## src/rtl/mips_dbg_pkg.sv

```systemverilog
// Shared types and constants for the MIPS run-control / state-dump block.
// Holds the FSM state encoding, dump beat kinds and halt_reason bit positions.
package mips_dbg_pkg;

    typedef enum logic [2:0] {
        IDLE,
        RUN,
        DUMP_PC,
        DUMP_REG,
        DUMP_MEM,
        DONE
    } state_t;

    localparam logic [1:0] KIND_PC  = 2'd0;
    localparam logic [1:0] KIND_REG = 2'd1;
    localparam logic [1:0] KIND_MEM = 2'd2;

    localparam int HALT_LIM_BIT = 0;
    localparam int HALT_PC_BIT  = 1;

endpackage

```

## src/rtl/dump_out_stage.sv

```systemverilog
// Single-entry valid/ready holding register for dump beats {kind, index, data}.
// Contents stay stable while valid is high and ready is low.
module dump_out_stage #(
    parameter int DATA_W = 32
) (
    input  logic              clk,
    input  logic              rst_n,
    input  logic              load,
    input  logic [1:0]        load_kind,
    input  logic [7:0]        load_index,
    input  logic [DATA_W-1:0] load_data,
    input  logic              ready,
    output logic              valid,
    output logic [1:0]        kind,
    output logic [7:0]        index,
    output logic [DATA_W-1:0] data,
    output logic              can_load
);

    // Space is available when empty or when the held beat leaves this cycle.
    assign can_load = !valid || ready;

    always_ff @(posedge clk or negedge rst_n) begin
        if (!rst_n) begin
            valid <= 1'b0;
            kind  <= '0;
            index <= '0;
            data  <= '0;
        end else if (load) begin
            valid <= 1'b1;
            kind  <= load_kind;
            index <= load_index;
            data  <= load_data;
        end else if (ready) begin
            valid <= 1'b0;
        end
    end

endmodule

```

## src/rtl/mips_state_dumper.sv

```systemverilog
// Run-control and state-dump block: gates the CPU for a bounded run, then
// streams PC, register file and a data-memory window over valid/ready.
module mips_state_dumper
    import mips_dbg_pkg::*;
#(
    parameter int          DATA_W    = 32,
    parameter int          REG_COUNT = 32,
    parameter int          REG_AW    = 5,
    parameter logic [31:0] MEM_BASE  = 32'h0,
    parameter int          MEM_WORDS = 12,
    parameter int          CYCLE_W   = 32
) (
    input  logic               clk,
    input  logic               rst_n,
    input  logic               start,
    input  logic [CYCLE_W-1:0] cycle_limit,
    input  logic               halt_pc_en,
    input  logic [DATA_W-1:0]  halt_pc,
    input  logic [DATA_W-1:0]  cpu_pc,
    output logic               cpu_run,
    output logic [REG_AW-1:0]  rf_raddr,
    input  logic [DATA_W-1:0]  rf_rdata,
    output logic [31:0]        dm_raddr,
    input  logic [DATA_W-1:0]  dm_rdata,
    output logic               dump_valid,
    input  logic               dump_ready,
    output logic [1:0]         dump_kind,
    output logic [7:0]         dump_index,
    output logic [DATA_W-1:0]  dump_data,
    output logic [CYCLE_W-1:0] cycles_run,
    output logic [1:0]         halt_reason,
    output logic               busy,
    output logic               done
);

    localparam logic [7:0] REG_LAST = 8'(REG_COUNT - 1);
    localparam logic [7:0] MEM_END  = 8'(MEM_WORDS);

    state_t              state, state_n;
    logic [7:0]          idx, idx_n;
    logic [CYCLE_W-1:0]  limit_q;
    logic                pc_en_q;
    logic [DATA_W-1:0]   halt_pc_q;
    logic                start_ok, start_pcm, lim, pcm, stop;
    logic                can_load, load;
    logic [1:0]          load_kind;
    logic [DATA_W-1:0]   load_data;

    assign start_ok  = start && (state == IDLE || state == DONE);
    assign start_pcm = halt_pc_en && (cpu_pc == halt_pc);
    assign lim       = (cycles_run == limit_q);
    assign pcm       = pc_en_q && (cpu_pc == halt_pc_q);
    assign stop      = (state == RUN) && (lim || pcm);

    assign cpu_run = (state == RUN) && !stop;
    assign busy    = (state == RUN) || (state == DUMP_PC) ||
                     (state == DUMP_REG) || (state == DUMP_MEM);
    assign done    = (state == DONE);

    assign rf_raddr = (state == DUMP_REG) ? REG_AW'(idx) : '0;
    // Only drive an address while a window word is still to be fetched.
    assign dm_raddr = (state == DUMP_MEM && idx < MEM_END) ?
                      MEM_BASE + {22'd0, idx, 2'b00} : 32'd0;

    always_comb begin
        state_n   = state;
        idx_n     = idx;
        load      = 1'b0;
        load_kind = KIND_PC;
        load_data = '0;
        case (state)
            IDLE, DONE: begin
                if (start) begin
                    // A zero limit runs no CPU cycles, so skip RUN entirely.
                    state_n = (cycle_limit == '0) ? DUMP_PC : RUN;
                    idx_n   = '0;
                end
            end
            RUN: begin
                if (stop) begin
                    state_n = DUMP_PC;
                    idx_n   = '0;
                end
            end
            DUMP_PC: begin
                if (can_load) begin
                    load      = 1'b1;
                    load_kind = KIND_PC;
                    load_data = cpu_pc;
                    state_n   = DUMP_REG;
                    idx_n     = '0;
                end
            end
            DUMP_REG: begin
                if (can_load) begin
                    load      = 1'b1;
                    load_kind = KIND_REG;
                    load_data = rf_rdata;
                    if (idx == REG_LAST) begin
                        state_n = DUMP_MEM;
                        idx_n   = '0;
                    end else begin
                        idx_n = idx + 8'd1;
                    end
                end
            end
            DUMP_MEM: begin
                // Once all words are loaded, wait for the final beat to leave.
                if (idx == MEM_END) begin
                    if (can_load) state_n = DONE;
                end else if (can_load) begin
                    load      = 1'b1;
                    load_kind = KIND_MEM;
                    load_data = dm_rdata;
                    idx_n     = idx + 8'd1;
                end
            end
            default: state_n = IDLE;
        endcase
    end

    always_ff @(posedge clk or negedge rst_n) begin
        if (!rst_n) begin
            state <= IDLE;
            idx   <= '0;
        end else begin
            state <= state_n;
            idx   <= idx_n;
        end
    end

    always_ff @(posedge clk or negedge rst_n) begin
        if (!rst_n) begin
            limit_q     <= '0;
            pc_en_q     <= 1'b0;
            halt_pc_q   <= '0;
            cycles_run  <= '0;
            halt_reason <= '0;
        end else if (start_ok) begin
            limit_q     <= cycle_limit;
            pc_en_q     <= halt_pc_en;
            halt_pc_q   <= halt_pc;
            cycles_run  <= '0;
            halt_reason <= (cycle_limit == '0) ? {start_pcm, 1'b1} : 2'b00;
        end else begin
            if (cpu_run && cycles_run != '1) cycles_run <= cycles_run + CYCLE_W'(1);
            if (stop) begin
                halt_reason[HALT_LIM_BIT] <= lim;
                halt_reason[HALT_PC_BIT]  <= pcm;
            end
        end
    end

    dump_out_stage #(.DATA_W(DATA_W)) u_out (
        .clk        (clk),
        .rst_n      (rst_n),
        .load       (load),
        .load_kind  (load_kind),
        .load_index (idx),
        .load_data  (load_data),
        .ready      (dump_ready),
        .valid      (dump_valid),
        .kind       (dump_kind),
        .index      (dump_index),
        .data       (dump_data),
        .can_load   (can_load)
    );

endmodule

```

## config.mk

```make
export PLATFORM = sky130hd
export DESIGN_NAME = mips_state_dumper
export DESIGN_NICKNAME = d
export VERILOG_FILES = /design/src/rtl/mips_dbg_pkg.sv /design/src/rtl/dump_out_stage.sv /design/src/rtl/mips_state_dumper.sv
export SDC_FILE = /design/constraint.sdc
export NUM_CORES = 1
export LEC_CHECK = 0
export BUFFER_PORTS_ARGS = -buffer_cell sky130_fd_sc_hd__buf_4
export CAP_MARGIN = 20
export CORE_MARGIN = 5
export CORE_UTILIZATION = 57
export CTS_BUF_LIST = sky130_fd_sc_hd__clkbuf_8
export DETAILED_ROUTE_END_ITERATION = 12
export GPL_ROUTABILITY_DRIVEN = 0
export PLACE_DENSITY = 0.95
export SETUP_SLACK_MARGIN = 0.5
export SLEW_MARGIN = 25
export SYNTH_ARGS = -nofsm -noshare
export SYNTH_HDL_FRONTEND = slang
export SYNTH_SLANG_ARGS = --single-unit
```

## constraint.sdc

```tcl
create_clock -name clk -period 7.1 [get_ports clk]
set_input_delay 0.355 -clock clk [delete_from_list [all_inputs] [get_ports clk]]
set_output_delay 0.355 -clock clk [all_outputs]
set_load 0.03 [all_outputs]
```

# After elaboration in Yosys (flattened, before gate mapping)
# Index checks and enable logic that the tools add are counted.
# word_totals
regBits	153
latch_bits	0
mem_bits_rw	0
romBits	0
inputBits	165
output_inout_bits	117
memories	0
# classes
add_sub_neg	2
mul	0
n_div	0
n_lt_le_gt_ge	1
n_eq_ne	19
n_shift	0
n_mux	38
bitwise	0
reduce_logical	25
# op_table
operator	count
two-way mux 32 bit	6
== test 32 bit	3
one-hot mux 32 bit (3 select lines)	1
two-way mux 8 bit	7
one-hot mux 8 bit (5 select lines)	1
adder 32 x 1 -> 32 bit (second input constant)	1
logical NOT 32 bit	1
!= test 32 bit (second input constant)	1
two-way mux 3 bit	7
one-hot mux 3 bit (5 select lines)	1
AND reduction 7 bit	2
two-way mux 2 bit	6
!= test 2 bit (second input constant)	6
two-way mux 10 bit	1
adder 8 x 1 -> 8 bit (second input constant)	1
== test 8 x 4 -> 1 bit (second input constant)	1
== test 8 x 5 -> 1 bit (second input constant)	1
less-than comparator 8 x 4 -> 1 bit (second input constant)	1
logical AND 1 bit	7
== test 3 x 2 -> 1 bit (second input constant)	2
== test 3 bit (second input constant)	2
logical OR 1 bit	6
nonzero test 2 bit	3
two-way mux 1 bit	5
other kinds (9)	12

# Logic depth before layout (Yosys ltp)
# Gate-level depths: netlist (run 1).
# depth
word_depth	9
mapped_depth	10
mapped_depth_nobuf	8

# By module
# A second synthesis (run 1) with hierarchy kept.
# hier_totals
cells_unflattened	984
area_unflattened_um2	9082.5
# by_module_without_submodules
module	n_inst	cells_per_inst	area_per_inst_um2
mips_state_dumper	1	892	7283.2
dump_out_stage	1	92	1799.2

# Worst setup path before layout (run 1)
# Ideal clock, no wire load.
# synth_timing
path_type	register -> register
start	register cycles_run[3]
end	register cycles_run[7]
setup_ns	0.075
arrival_ns	2.411
setup_slack_ns	4.614
stages_incl_launch_ff	10
path_buffers	2
period_less_slack_ns	2.486
path_cell_list	dfrtp_1 buf_2 and4_1 nand2_2 or3_4 or4_4 nand3_4 buf_8 o31ai_1 a21oi_2
# synth_via
elab_chain_cells	7
elab_cells_between_ends	11
classes_between	1 x add/sub; 2 x eq/ne; 2 x mux; 6 x reduce/logical
# synth_lines
item	line	source
start: declaration	mips_state_dumper.sv:30	output logic [CYCLE_W-1:0] cycles_run,
start signal: assignment	mips_state_dumper.sv:146	if (cpu_run && cycles_run != '1) cycles_run <= cycles_run + CYCLE_W'(1);
branches (longest 7 deep; another with adder 32 x 1 -> 32 bit)	n/a	
# Several ways; the timed one is not identified. The select of a mux whose other input is x is not followed.
# A chain may end at the register's enable or synchronous reset.

# Final worst setup path (run 1)
# layout_timing
start	register halt_pc_q[13]
end	output port cpu_run
# layout_via
elab_chain_cells	6
# layout_lines
item	line	source
start: declaration	mips_state_dumper.sv:43	logic [DATA_W-1:0] halt_pc_q;
start signal: assignment	mips_state_dumper.sv:142	halt_pc_q <= halt_pc;
== test 32 bit	mips_state_dumper.sv:52	assign pcm = pc_en_q && (cpu_pc == halt_pc_q);
logical AND 1 bit	mips_state_dumper.sv:52	
logical OR 1 bit	mips_state_dumper.sv:53	assign stop = (state == RUN) && (lim || pcm);
logical AND 1 bit	mips_state_dumper.sv:53	
logical NOT 1 bit	mips_state_dumper.sv:55	assign cpu_run = (state == RUN) && !stop;
logical AND 1 bit	mips_state_dumper.sv:55	
end: declaration	mips_state_dumper.sv:20	output logic cpu_run,
# No other way between the ends.

==> out/qor.csv, run 1 <==
metric,value,unit
clk root buf,clkbuf_8,
Post-Synthesis Cells,936,
"most common cell after layout, fill and taps aside",nand2_1,
layout cells sized above 1,0.268,
drt pass-1 iters,8,
DR vias,8018,
RSZ-0062 raised after global routing,false,
Setup crit start,halt_pc_q[13],
most frequent cells in the layout,"nand2_1, buf_4, dfrtp_1",
PwrDens,361,nW/um^2
Finished Cell Area,10700,um^2
setup_tns,0,ns
critical-path cell list,xor2_1 > nor4_1 > nand4_1 > or4_1 > nand2_4 > inv_2 > buf_4,
Slew @ Worst Pin,0.981,ns
Max Transition Viols Final,0,
Worst path top cell family by delay,simple AND/OR/NAND/NOR gates,
critical path class,reg -> out,
Synth Register Bits,153,
vias in the first global route,8060,
fin util,0.740,
crit share post-route,0.497,
post_cts resized,0,
post-synthesis sequential area ratio,0.457,
pin count of the biggest net entering global routing,91,
MaxCap Viol Count,0,
Post-Syn Area,8370,um^2
PortBufs,253,
row count,44,
DRC violation count after routing,0,
clock sink count,153,
CTS tree,yes,
asr flop ratio synth,1.00,
yosys synthesis warning count,0,
Hold Crit Class,in -> reg,
outcome,completed,
LEAKAGE,5.50,nW
Post-CTS Repair Setup Buffers,0,
Final Skew,0.0138,ns
Num CTS Buffers,17,
Max-Slew Margin vs Limit,0.346,
synthesized area per cell,8.94,um^2
Final setup violation count,0,
CP Launch Type,flip-flop,
Iteration-0 DRC Markers,936,
All-Layer GR Usage,0.302,
reg2reg path depth,8,
reg2reg start,halt_pc_q[13],
Hold Path Cell Cnt,3,
CP peak stage delay,0.74,ns
nets@finish,1341,
vias per cell,5.85,
Post-synth EDFFs,0,
CORE AREA,14500,um^2
"area leader, netlist",dfrtp_1,
hold buffers post-CTS,1,
Crit Path Max Fanout,41,
kind of end point of the critical path,output port,
Critical-path top delay cell,or4_1,
initial antenna violation count,0,
die area,17200,um^2
Clock Pin Slew Worst Setup and Hold Paths,0.09,ns
worst skew pair latency,0.46,ns
initial core utilization,0.578,
worst hold start,cycle_limit[29],
Worst Hold Slack,0.0886,ns
dominant synthesized flop cell,dfrtp_1,
dpl cell area,10300,um^2
Critical Path Stages,7,
Routed WL,26.5,mm
wire length per cell,19.3,um
Area contributors post-synth,"dfrtp_1, nand2_1, xor2_1",
Layout fillers,1029,
minimum clock period,3.53,ns
Max Fclk,284,MHz
Routed Antenna Nets,0,
worst path arrival time,3.17,ns
die width,131,um
maximum vdd ir drop,0.211,mV
Worst EP required,6.74,ns
half-perimeter wire length after detailed placement,19.7,mm
post-synthesis cell type count,58,
area added between synthesis and finish,28.0,%
CTS Buffer Depth,2,
die span in y,131,um
overall power,0.00387,W
GR Overflow Total,0,
H-tree depth,4,
first-pass GRT wire length,42.1,mm
Antenna Cells,0,
I/O pin count,282,
CP Buf/Inv Count,2,
final hold violation count,0,
Yosys top cell area share,0.457,
[per-layer routing]
metal / track usage / routed length (um) / vias to the layer above
met3: 0.0887 / 2870 / 86
met1: 0.371 / 9550 / 3804
met5: 0 / 0 / -
li1: - / - / 3666
met2: 0.495 / 12900 / 462
met4: 0.137 / 1180 / 0
[through the flow]
step / instances / setup WS [ns]
floorplan: 963 / 4.61
global placement: 1337 / 3.91
detailed placement: 1337 / 3.86
CTS: 1370 / 3.58
global route: 1370 / 3.42
finish: 1370 / 3.57
[sequential cells by signal (all words and copies together), names as in the netlist]
name,flops
idx,8
u_out.index,8
u_out.kind,2
pc_en_q,1
halt_pc_q,32
halt_reason,2
state,3
u_out.valid,1
cycles_run,32
limit_q,32
u_out.data,32
[power breakdown]
part           switching (W)  internal [W]  leakage, nW  total (W)
clock               0.000347      0.000384        0.210   0.000730
combinational        0.00111      0.000613         3.32    0.00172
sequential          0.000241       0.00118         1.97    0.00142
total                0.00170       0.00218         5.50    0.00387
[layout make-up]
cell class                      count  area (um^2)  area share
Inverter                           11         41.3     0.00385
Clock buffer                       17          234      0.0218
Clock inverter                     15          199      0.0186
Timing Repair Buffer              261         1970       0.183
Multi-Input combinational cell    729         4220       0.394
Sequential cell                   153         3830       0.357
Tap cell                          184          230      0.0215
[tightest hold or removal path: stages]
cell and delay [ns]:
buf_4 0.08, nand2_1 0.04, nand2_1 0.04
[worst paths after layout]
path | end | slack, ns
worst max-delay path | cpu_run | 3.57
worst min register to register | u_out.data[25] | 0.48
worst min-delay path | limit_q[29] | 0.09
worst max register to register | idx[0] | 3.93
min in group asynchronous | limit_q[20] | 0.51
max in group asynchronous | halt_pc_q[2] | 5.22
[synth_stat cells (2+ instances only)]
| library cell | count |
|---|---|
| o31ai_1 | 12 |
| nand3_1 | 22 |
| and2_1 | 5 |
| nand4_1 | 18 |
| a21o_1 | 3 |
| buf_4 | 31 |
| clkbuf_1 | 32 |
| mux2i_1 | 8 |
| dfrtp_1 | 153 |
| a32o_1 | 5 |
| o31a_1 | 2 |
| nand2b_1 | 10 |
| buf_1 | 2 |
| ha_1 | 3 |
| a21oi_1 | 25 |
| mux2_2 | 6 |
| nor3_1 | 10 |
| nor4_1 | 34 |
| or2_2 | 2 |
| a222oi_1 | 32 |
| a21oi_2 | 3 |
| xnor2_1 | 7 |
| and4_1 | 4 |
| xor2_1 | 90 |
| or3_1 | 9 |
| o21ai_0 | 18 |
| o211ai_1 | 4 |
| and3_1 | 4 |
| inv_1 | 10 |
| nand4b_1 | 2 |
| nor2b_1 | 4 |
| nand2_1 | 305 |
| o21ai_1 | 2 |
| or4_1 | 13 |
| buf_2 | 2 |
| nor2_1 | 21 |
| buf_6 | 2 |
[kinds of logic (layout without fill, tap and decap cells)]
| kind of cell | after synthesis | after routing | share of synthesized area |
|---|---|---|---|
| mux | 14 | 14 | 0.0176 |
| flops | 153 | 153 | 0.457 |
| buf+inv | 81 | 304 | 0.0537 |
| fa+ha+maj | 3 | 3 | 0.00448 |
| xor+xnor | 97 | 97 | 0.101 |
| other cells | 1 | 28 | 0.000448 |
| simple gates | 472 | 472 | 0.261 |
| compound gates | 115 | 115 | 0.104 |
No activity file was read; power rests on OpenSTA's default activity.
==> run 2, diff against run 1 <==
--- a/config.mk
+++ b/config.mk
@@ -5,14 +5,15 @@
 export SDC_FILE = /design/constraint.sdc
 export NUM_CORES = 1
 export LEC_CHECK = 0
+export ABC_AREA = 1
 export BUFFER_PORTS_ARGS = -buffer_cell sky130_fd_sc_hd__buf_4
 export CAP_MARGIN = 20
 export CORE_MARGIN = 5
-export CORE_UTILIZATION = 57
+export CORE_UTILIZATION = 54
 export CTS_BUF_LIST = sky130_fd_sc_hd__clkbuf_8
 export DETAILED_ROUTE_END_ITERATION = 12
 export GPL_ROUTABILITY_DRIVEN = 0
-export PLACE_DENSITY = 0.95
+export PLACE_DENSITY = 0.91
 export SETUP_SLACK_MARGIN = 0.5
 export SLEW_MARGIN = 25
 export SYNTH_ARGS = -nofsm -noshare
==> constraint.sdc (replaced) <==
create_clock -name clk -period 3.4 [get_ports clk]
set_input_delay 0.17 -clock clk [delete_from_list [all_inputs] [get_ports clk]]
set_output_delay 0.17 -clock clk [all_outputs]
set_load 0.03 [all_outputs]
==> out/qor.csv, run 2 <==
metric,value,unit
CTS tree,yes,
initial antenna violation count,1,
sequential share of power,0.330,
maximum vdd ir drop,0.505,mV
worst path arrival time,3.21,ns
Yosys top cell area share,0.397,
Inst Count DP,1834,
vias per cell,5.82,
LEAKAGE,6.75,nW
Layout fillers,1083,
Clock power frac,0.158,
Post-Synthesis Cells,1401,
GR met1 Demand/Resource,0.413,
Hold Crit Class,in -> reg,
final hold violation count,0,
Logic pwr share,0.512,
asr flop ratio synth,1.00,
yosys synthesis warning count,0,
most frequent cells in the layout,"nand2_1, buf_4, nor2_1",
Post-synth EDFFs,0,
Clock Pin Slew Worst Setup and Hold Paths,0.10,ns
worst skew pair latency,0.48,ns
pin count of the biggest net entering global routing,124,
setup_tns,0,ns
nets@finish,1921,
die width,144,um
DR vias,11601,
Synth Register Bits,153,
synthesized area per cell,6.88,um^2
vias in the first global route,11662,
PwrDens,767,nW/um^2
Iteration-0 DRC Markers,1479,
Routed WL,37.8,mm
outcome,completed,
CP Launch Type,flip-flop,
wire length per cell,19.0,um
Final Skew,0.0218,ns
DRC violation count after routing,0,
Area contributors post-synth,"dfrtp_1, nand2_1, nor2_1",
All-Layer GR Usage,0.363,
CORE AREA,17400,um^2
critical path class,reg -> reg,
"area leader, netlist",dfrtp_1,
row count,48,
die span in y,144,um
overall power,0.0102,W
Post-synth top cells,"nand2_1, nor2_1, dfrtp_1",
RSZ-0062 raised after global routing,true,
Worst EP required,3.72,ns
kind of end point of the critical path,flip-flop,
Slew @ Worst Pin,0.954,ns
first-pass GRT wire length,59.2,mm
worst slack at placement,0.837,ns
Crit Path Max Fanout,24,
Post-Syn Area,9630,um^2
P_sw,0.00498,W
routing usage on met3,0.0958,
Max Transition Viols Final,0,
post-synthesis sequential area ratio,0.397,
"most common cell after layout, fill and taps aside",nand2_1,
GR Overflow Total,0,
sw frac,0.490,
fin util,0.761,
die area,20600,um^2
post-synthesis cell type count,38,
Max Fclk,347,MHz
clock sink count,153,
I/O pin count,282,
drt pass-1 iters,6,
MaxCap Viol Count,0,
post-route insts no fill,1993,
GRT busiest layer,met2,
PortBufs,253,
initial core utilization,0.553,
Final setup violation count,0,
area added between synthesis and finish,37.6,%
met2 Usage GRT,0.608,
Max-Slew Margin vs Limit,0.362,
Num CTS Buffers,17,
half-perimeter wire length after detailed placement,22.5,mm
H-tree depth,4,
minimum clock period,2.88,ns
dominant synthesized flop cell,dfrtp_1,
worst setup margin,0.518,ns
top-count cell post-synth,nand2_1,
Routed Antenna Nets,0,
clk root buf,clkbuf_8,
CTS Buffer Depth,2,
Internal,0.00518,W
layout cells sized above 1,0.176,
crit share post-route,0.848,
## run 2: changes by cell type after synthesis, sizes merged, moves of 24 or more
| cell | delta |
|---|---|
| o2111ai | +24 |
| inv | +132 |
| a222oi | -32 |
| xor2 | -33 |
| o21ai | +49 |
| nor4 | -32 |
| nand3 | +45 |
| nor2 | +147 |
| nand2 | +232 |
| a21oi | -25 |
## run 2: metal layers
metal,routed length (um),share of wire
met5,13,0.00034
met2,18000,0.48
met4,2740,0.072
met3,4280,0.11
met1,12700,0.34
## run 2: what timing repair did
item / CTS / global route
endpoints found under the setup margin: 1 / 29
setup buffers: 0 / 0
hold buffers: 125 / 0
resized for setup: 1 / 3
pin swaps: 0 / 0
endpoints found under the hold margin: 181 / 0
## run 2: cell type report
class                           instances  area, um^2  share of cell area
Tap cell                              225         282              0.0212
Antenna cell                            2        5.00            0.000378
Clock buffer                           18         248              0.0187
Inverter                              143         539              0.0407
Multi-Input combinational cell       1052        4910               0.371
Sequential cell                       153        3830               0.289
Clock inverter                         14         198              0.0149
Timing Repair Buffer                  386        3240               0.244
## run 2: stage by stage
step           hold slack [ns]  instance area (um^2)
6_report               0.00767                 13300
5_1_grt                0.00601                 13200
4_1_cts                0.00295                 13200
3_5_place_dp             0.311                 11500
3_3_place_gp             0.294                 11500
2_1_floorplan           -0.126                  9740
## run 2: kinds of logic after synthesis
kind of cell | count (synthesis) | synth area share
AO/OA/AOI/OAI | 99 | 0.0613
XOR/XNOR | 84 | 0.0764
adder cells (fa/ha/maj) | 3 | 0.00390
buffers and inverters | 223 | 0.105
flip-flops | 153 | 0.397
other | 1 | 0.000389
AND/OR/NAND/NOR | 838 | 0.356
## run 2: final timing paths
check / end / start / slack [ns] / depth (start not counted)
setup / recovery: u_out.data[20] / state[2] / 0.52 / 5
hold / removal: u_out.data[31] / dm_rdata[31] / 0.008 / 3
setup reg to reg: u_out.data[20] / state[2] / 0.52 / 5
hold reg to reg: idx[7] / idx[7] / 0.49 / 2
max in group asynchronous: halt_pc_q[7] / rst_n / 2.19 / 3
min in group asynchronous: limit_q[10] / rst_n / 0.35 / 2
## run 2: power by group through the flow
stage / registers [W] / clock network (W) / logic [W]
finish: 0.00335 / 0.00160 / 0.00521
global route: 0.00342 / 0.00167 / 0.00561
CTS: 0.00325 / 0.00158 / 0.00488
detailed placement: 0.00326 / 0 / 0.00465
global placement: 0.00323 / 0 / 0.00448
floorplan: 0.00372 / 0 / 0.00269
## run 2: worst max-delay path, cell delays in order, from the launching register on
cell       delay [ns]
dfrtp_1          0.44
nor2_1           0.19
inv_1            0.10
nor2_1           0.73
nand2_2          0.59
o2111ai_1        0.66
==> run 3, diff against run 2 <==
--- a/config.mk
+++ b/config.mk
@@ -5,11 +5,11 @@
 export SDC_FILE = /design/constraint.sdc
 export NUM_CORES = 1
 export LEC_CHECK = 0
-export ABC_AREA = 1
+export ABC_AREA = 0
 export BUFFER_PORTS_ARGS = -buffer_cell sky130_fd_sc_hd__buf_4
 export CAP_MARGIN = 20
 export CORE_MARGIN = 5
-export CORE_UTILIZATION = 54
+export CORE_UTILIZATION = 53
 export CTS_BUF_LIST = sky130_fd_sc_hd__clkbuf_8
 export DETAILED_ROUTE_END_ITERATION = 12
 export GPL_ROUTABILITY_DRIVEN = 0
==> constraint.sdc (replaced) <==
create_clock -name clk -period 2.9 [get_ports clk]
set_input_delay 0.145 -clock clk [delete_from_list [all_inputs] [get_ports clk]]
set_output_delay 0.145 -clock clk [all_outputs]
set_load 0.03 [all_outputs]
==> out/qor.csv, run 3 (same netlist as run 1, synthesis figures left out) <==
metric,value,unit
Clock Pin Slew Worst Setup and Hold Paths,0.09,ns
final hold violation count,0,
minimum clock period,2.68,ns
layout cells sized above 1,0.284,
Final setup violation count,0,
dpl cell area,10400,um^2
vias per cell,6.33,
FF+latch area,3850,um^2
CORE AREA,15700,um^2
LEAKAGE,6.34,nW
Finished Cell Area,12900,um^2
Routed Antenna Nets,0,
clk root buf,clkbuf_8,
CP Launch Type,flip-flop,
Max Fclk,373,MHz
clock sink count,153,
Routed WL,38.3,mm
DR vias,10077,
reg2reg start,halt_pc_q[6],
"most common cell after layout, fill and taps aside",nand2_1,
H-tree depth,4,
Worst Hold Slack,0.0161,ns
Max Transition Viols Final,0,
CP peak stage delay,0.55,ns
Final Skew,0.0312,ns
RSZ-0062 raised after global routing,true,
setup_tns,0,ns
pin count of the biggest net entering global routing,90,
CTS Buffer Depth,2,
critical-path cell list,xor2_1 > nor4_2 > nand4_1 > or4_4 > nand2_4 > inv_6 > buf_8,
worst hold start,cpu_pc[30],
initial antenna violation count,5,
crit share post-route,0.925,
die span in y,136,um
Hold Crit Class,in -> reg,
Inst Count DP,1378,
Layout fillers,807,
Slew @ Worst Pin,0.814,ns
Worst EP required,2.76,ns
row count,46,
Num CTS Buffers,17,
Crit Path Max Fanout,4,
worst skew pair latency,0.48,ns
die area,18400,um^2
Multi-input gate area,4410,um^2
MaxCap Viol Count,0,
Iteration-0 DRC Markers,1829,
PortBufs,253,
I/O pin count,282,
first-pass GRT wire length,55.0,mm
nets@finish,1528,
die width,136,um
PwrDens,833,nW/um^2
outcome,completed,
Setup crit start,halt_pc_q[6],
Max-Slew Margin vs Limit,0.457,
maximum vdd ir drop,0.550,mV
wire length per cell,24.1,um
All-Layer GR Usage,0.392,
drt pass-1 iters,12,
DRC violation count after routing,0,
critical path class,reg -> out,
worst path arrival time,2.54,ns
area added between synthesis and finish,53.6,%
CTS tree,yes,
post-route insts no fill,1591,
vias in the first global route,10028,
initial core utilization,0.533,
half-perimeter wire length after detailed placement,20.1,mm
kind of end point of the critical path,output port,
most frequent cells in the layout,"nand2_1, buf_4, dlygate4sd3_1",
GR Overflow Total,0,
Critical-path top delay cell,or4_4,
-- run 3: timing repair --
item / in CTS / in global routing
hold buffers: 159 / 0
endpoints found under the hold margin: 179 / 0
setup endpoints to repair: 40 / 70
buffers inserted: 2 / 12
gates resized for setup: 13 / 49
pin swaps: 5 / 13
cloned: 0 / 6
-- run 3: worst paths after layout --
| check | endpoint | slack, ns | cells after the start |
|---|---|---|---|
| worst min-delay path | u_out.data[30] | 0.02 | 3 |
| worst min register to register | u_out.kind[0] | 0.48 | 1 |
| max in group asynchronous | cycles_run[15] | 1.75 | 3 |
| worst max-delay path | cpu_run | 0.22 | 7 |
| worst max register to register | idx[2] | 0.23 | 10 |
| min in group asynchronous | u_out.data[1] | 0.27 | 2 |
-- run 3: worst max-delay path: cells and delay by family (launching register included) --
family | cells | cell delay [ns]
flip-flops | 1 | 0.42
XOR/XNOR | 1 | 0.17
AND/OR/NAND/NOR | 4 | 1.29
buffers and inverters | 2 | 0.18
-- run 3: per-layer routing --
| metal | routed length [um] | GRT usage | part of all wire |
|---|---|---|---|
| met4 | 4010 | 0.310 | 0.10 |
| met5 | 13 | 0 | 0.00034 |
| met3 | 4510 | 0.126 | 0.12 |
| met1 | 12100 | 0.432 | 0.32 |
| met2 | 17600 | 0.625 | 0.46 |
-- run 3: final cells by class --
class | count | area share
Multi-Input combinational cell | 730 | 0.343
Timing Repair Buffer | 447 | 0.303
Inverter | 11 | 0.00360
Clock inverter | 13 | 0.0102
Antenna cell | 3 | 0.000584
Tap cell | 216 | 0.0210
Clock buffer | 18 | 0.0193
Sequential cell | 153 | 0.300
-- run 3: power by group --
group / switching [W] / total (W) / leakage [nW] / internal [W]
clock: 0.000889 / 0.00166 / 0.176 / 0.000772
combinational: 0.00340 / 0.00549 / 4.22 / 0.00209
sequential: 0.000671 / 0.00356 / 1.94 / 0.00289
-- run 3: metrics by stage --
step	setup slack (ns)	total power [W]	utilization
CTS	0.401	0.00960	0.792
global placement	0.174	0.00756	0.663
finish	0.217	0.0107	0.818
detailed placement	0.187	0.00775	0.663
floorplan	0.505	0.00626	-
global route	0.259	0.0111	0.818
